File: config.mk
export PLATFORM = sky130hd
export DESIGN_NAME = fetch_unit
export DESIGN_NICKNAME = d
export VERILOG_FILES = /design/src/rtl/fetch_unit.sv
export SDC_FILE = /design/constraint.sdc
export NUM_CORES = 1
export LEC_CHECK = 0
export ABC_CLOCK_PERIOD_IN_PS = 6450
export CELL_PAD_IN_SITES_DETAIL_PLACEMENT = 0
export CELL_PAD_IN_SITES_GLOBAL_PLACEMENT = 2
export CORE_MARGIN = 3
export CORE_UTILIZATION = 37
export DETAILED_ROUTE_END_ITERATION = 10
export GPL_TIMING_DRIVEN = 1
export PLACE_DENSITY_LB_ADDON = 0.12
export SLEW_MARGIN = 20
export SYNTH_ARGS = -nofsm -noshare
export SYNTH_HDL_FRONTEND = slang
export SYNTH_SLANG_ARGS = --single-unit
File: constraint.sdc
create_clock -name clk -period 6.45 [get_ports clk]
set_input_delay 1.6125 -clock clk [delete_from_list [all_inputs] [get_ports clk]]
set_output_delay 1.6125 -clock clk [all_outputs]
set_load 0.005 [all_outputs]
File: src/rtl/fetch_unit.sv
// Instruction fetch stage: owns the PC, issues requests to a 1-cycle
// synchronous instruction memory and buffers returned words in a 2-entry
// queue. Redirects flush the queue and bump an epoch so stale returns drop.
module fetch_unit #(
    parameter logic [31:0] RESET_PC  = 32'h0000_0000,
    parameter int          BUF_DEPTH = 2
) (
    input  logic        clk,
    input  logic        reset,
    output logic        imem_req,
    output logic [31:0] imem_addr,
    input  logic [31:0] imem_rdata,
    output logic        inst_valid,
    output logic [31:0] inst,
    output logic [31:0] inst_pc,
    input  logic        inst_ready,
    input  logic        redirect,
    input  logic [31:0] redirect_pc
);

    logic [31:0] r_pc;
    logic        r_epoch;
    logic        r_inflight;
    logic        r_inflight_epoch;
    logic [31:0] r_inflight_pc;

    logic [31:0] r_q_inst [BUF_DEPTH];
    logic [31:0] r_q_pc   [BUF_DEPTH];
    logic        r_rd_ptr;
    logic        r_wr_ptr;
    logic [1:0]  r_count;

    logic        w_pop;
    logic        w_push;
    logic        w_issue;
    logic [1:0]  w_occ;
    logic        w_unused_addr_lsbs;

    // Redirect targets are forced to word alignment, so the low bits are dropped.
    assign w_unused_addr_lsbs = ^redirect_pc[1:0];

    // Occupancy counts queued words plus the word that will return next cycle;
    // capping it at two is what keeps a push from ever finding the queue full.
    assign w_occ   = r_count + {1'b0, r_inflight};
    assign w_pop   = inst_valid && inst_ready;
    assign w_push  = r_inflight && (r_inflight_epoch == r_epoch);
    assign w_issue = !reset && !redirect &&
                     ((w_occ < 2'd2) || ((w_occ == 2'd2) && w_pop));

    assign imem_req   = w_issue;
    assign imem_addr  = r_pc;
    assign inst_valid = (r_count != 2'd0);
    assign inst       = r_q_inst[r_rd_ptr];
    assign inst_pc    = r_q_pc[r_rd_ptr];

    // PC, epoch and in-flight tracking; redirect outranks a normal issue.
    always_ff @(posedge clk) begin
        if (reset) begin
            r_pc             <= RESET_PC;
            r_epoch          <= 1'b0;
            r_inflight       <= 1'b0;
            r_inflight_epoch <= 1'b0;
            r_inflight_pc    <= 32'h0;
        end else begin
            r_inflight <= w_issue;
            if (redirect) begin
                r_pc    <= {redirect_pc[31:2], 2'b00};
                r_epoch <= ~r_epoch;
            end else if (w_issue) begin
                r_pc             <= r_pc + 32'd4;
                r_inflight_pc    <= r_pc;
                r_inflight_epoch <= r_epoch;
            end
        end
    end

    // Instruction queue; a redirect empties it and discards any same-cycle return.
    always_ff @(posedge clk) begin
        if (reset) begin
            for (int i = 0; i < BUF_DEPTH; i++) begin
                r_q_inst[i] <= 32'h0;
                r_q_pc[i]   <= 32'h0;
            end
            r_rd_ptr <= 1'b0;
            r_wr_ptr <= 1'b0;
            r_count  <= 2'd0;
        end else if (redirect) begin
            r_rd_ptr <= 1'b0;
            r_wr_ptr <= 1'b0;
            r_count  <= 2'd0;
        end else begin
            if (w_push) begin
                r_q_inst[r_wr_ptr] <= imem_rdata;
                r_q_pc[r_wr_ptr]   <= r_inflight_pc;
                r_wr_ptr           <= r_wr_ptr + 1'b1;
            end
            if (w_pop) begin
                r_rd_ptr <= r_rd_ptr + 1'b1;
            end
            case ({w_push, w_pop})
                2'b10:   r_count <= r_count + 2'd1;
                2'b01:   r_count <= r_count - 2'd1;
                default: r_count <= r_count;
            endcase
        end
    end

endmodule

==> flow_summary.rst <==
.. list-table::
   :header-rows: 1

   * - Metric
     - Value
   * - Total via count after detailed routing
     - 5641
   * - DIE AREA
     - 0.02466 mm^2
   * - Final Hold Violating Endpoints
     - 0
   * - Share of layout cells above drive strength 1
     - 13.96%
   * - Most numerous cell types in the synthesized netlist
     - and2_1, edfxtp_1, nand2_1
   * - Clock root cell
     - clkbuf_16
   * - Fin cells
     - between 1000 and 1500
   * - Synthesized cell area
     - ~0.0084 mm^2
   * - Final setup vio count
     - 0
   * - Global route total overflow
     - 0
   * - Global-route wire length before repair
     - 32010 um
   * - Horizontal die dimension
     - 157.0 um
   * - Total Routed Length
     - just over 20000 um
   * - Headroom to the max-slew limit
     - between 30 and 40%
   * - Cells after DPL
     - 1116
   * - Sum of negative setup slack
     - 0 ns
   * - Status
     - completed
   * - Final core utilization
     - 49.22%
   * - Final estimated routing congestion in global placement
     - 0.7854
   * - Initial DRT Pass Iterations
     - 4
   * - Buffers added on ports
     - 159
   * - Dominant cell type by area after synthesis
     - edfxtp_1
   * - Maximum fanout along the worst path
     - 17
   * - Vias in the first global route
     - 5751
   * - Maximum clock frequency
     - 198.4 MHz
   * - Most frequent cell after synthesis
     - and2_1
   * - Core Region
     - 0.02209 mm^2
   * - Distinct cell type count after synthesis
     - 46
   * - Synthesized area per cell
     - 11.84 um^2
   * - Number of CTS-inserted buffers
     - 17
   * - Kind of end point of the critical path
     - output pin
   * - Deepest clock path buffer count
     - 2
   * - Post-detailed-placement half-perimeter wirelength
     - between 10000 and 15000 um
   * - Total of max-cap violations
     - 0
   * - Maximum number of pins on one net before global-route repair
     - 63
   * - Ranking of synthesized cells by area
     - edfxtp_1, dfxtp_1, and2_1
   * - Post-synth EDFFs
     - 124
   * - PwrDens
     - approximately 250 mW/mm^2
   * - Number of antenna violations at the first check in global routing
     - 0
   * - Clock H-tree levels
     - 4
   * - Count of pins on the block boundary
     - 166
   * - Transition time at the pin with the least slew margin
     - 1.014 ns
   * - CTS tree
     - done
   * - Post-layout nets
     - 926
   * - Fin. max-slew vios
     - 0
   * - Kind of path behind the tightest hold check
     - flip-flop to flip-flop
   * - Max Clock Skew
     - 0.01174 ns
   * - Clock latency on the worst-skew pair
     - 0.43 ns
   * - Ys async rst share
     - 0%
   * - Setup bufs post-CTS
     - 0
   * - Effective utilization at floorplan
     - 38.20%
   * - Gate count after technology mapping
     - 713
   * - Proportion of synthesized chip area in sequential cells
     - 60.25%
   * - Final Power
     - 0.002748 W
   * - Setup repair after global routing missed its margin
     - false
   * - Arrival time of data at the critical path endpoint
     - 3.43 ns
   * - Required time of the critical path
     - slightly below 5 ns
   * - Type of the worst setup path
     - input port to output pin
   * - Commonest register cell after synthesis
     - edfxtp_1
   * - GRT Overall Usage
     - about 17%
   * - Clock-pin slew reported for the worst setup and hold paths after clock tree synthesis
     - roughly 0.070 ns
   * - Number of clock sinks
     - 192
   * - Ratio of routed vias to standard cells
     - 4.918
   * - Detailed Route Iter0 Violations
     - around 360
   * - Tmin final
     - 5.040 ns
   * - Quantity of hold-fixing buffers added after cts
     - 0
   * - Cells resized by post-CTS repair
     - 0
   * - Critical path startpoint category
     - input port
   * - Placement Setup Slack
     - 1.399 ns
   * - Remaining antenna violation count after routing
     - 0
   * - Rows
     - between 50 and 60
   * - Area Growth Syn to Fin
     - 28.85%
   * - Diodes inserted
     - 0
   * - Yosys reg bits
     - approximately 190
   * - VDD IR-drop max
     - around 0.17 mV
   * - Crit share post-route
     - a little under 80%
   * - Vertical extent of the die
     - around 160 um
   * - Yosys warnings
     - 0
   * - Setup WS post-layout
     - 1.410 ns
   * - Leakage power total
     - 3.985 nW
   * - Top-area cell type share of the netlist area
     - 44.12%
   * - Avg WL per Cell
     - 18.02 um
   * - Remaining design rule violation count
     - 0
[where the power goes]
group	leakage [nW]	internal, W	switching [W]
combinational	1.85	0.000137	0.000107
clock	0.290	0.000619	0.000480
sequential	1.84	0.00136	0.0000421
[worst paths after layout]
path                                          end  cells past startpoint  slack, ns               from
worst max-delay path                     imem_req                      7       1.41         inst_ready
worst min-delay path            r_inflight_pc[18]                      2       0.46  r_inflight_pc[18]
worst max register to register      imem_addr[20]                      6       3.97       imem_addr[2]
worst min register to register  r_inflight_pc[18]                      2       0.46  r_inflight_pc[18]
[per-stage QoR]
step,hold WS [ns],cell area (um^2)
2_1_floorplan,0.4378,8451
3_3_place_gp,0.4522,10270
3_5_place_dp,0.4562,10270
4_1_cts,0.4670,10870
5_1_grt,0.4804,10870
6_report,0.4629,10870
[critical path, cell delays in order]
cell             delay (ns)
clkdlybuf4s50_1        0.48
nor2b_1                0.21
o22a_1                 0.15
buf_4                  0.23
nand3_1                0.14
inv_2                  0.10
clkdlybuf4s50_1        0.50
[area by class of cell]
type	count	area (um^2)
repair buffers	166	1644
flip-flops and latches	192	5089
clock inverters	13	177.7
clock buffers	18	429.2
multi-input cells	472	3162
fillers	2027	11220
well taps	280	350.3
inverters	6	22.52
[cell families (layout without fill, tap and decap cells)]
kind of cell	after synthesis	count (layout)	share of synthesized area (%)
simple gates	323	323	21.08
flops	192	192	60.25
mux	62	62	8.273
compound gates	52	52	4.403
buf+inv	52	203	2.594
xor+xnor	28	28	2.906
fa+ha+maj	3	3	0.4448
other cells	1	4	0.04443
[per-layer routing]
metal  vias to the layer above  wire length (um)  GRT usage, %
met3                        12              1179         3.712
met4                         0               221         4.669
met2                       147              9795         27.80
met5                         -                 0             0
li1                       2790                 -             -
met1                      2692              9471         22.36
[cells in the final DEF (no fill, tap or decap), types with 7 or more instances in the layout]
cell type / instances
nand4_1: 14
xor2_1: 15
buf_4: 7
nand3_1: 31
dfxtp_1: 67
a21oi_1: 13
edfxtp_1: 124
mux2_2: 62
nor2_1: 33
clkdlybuf4s50_1: 159
clkbuf_16: 17
and2_1: 132
nand2_1: 77
a211oi_1: 18
xnor2_1: 13
[flip-flops by register name (all words and copies together) (netlist names), named ones only]
signal	cells
r_q_inst	64
r_inflight_epoch	1
imem_addr	30
r_wr_ptr	1
r_inflight_pc	30
r_inflight	1
r_count	2
r_epoch	1
r_q_pc	60
r_rd_ptr	1
(Power assumes the default switching activity.)
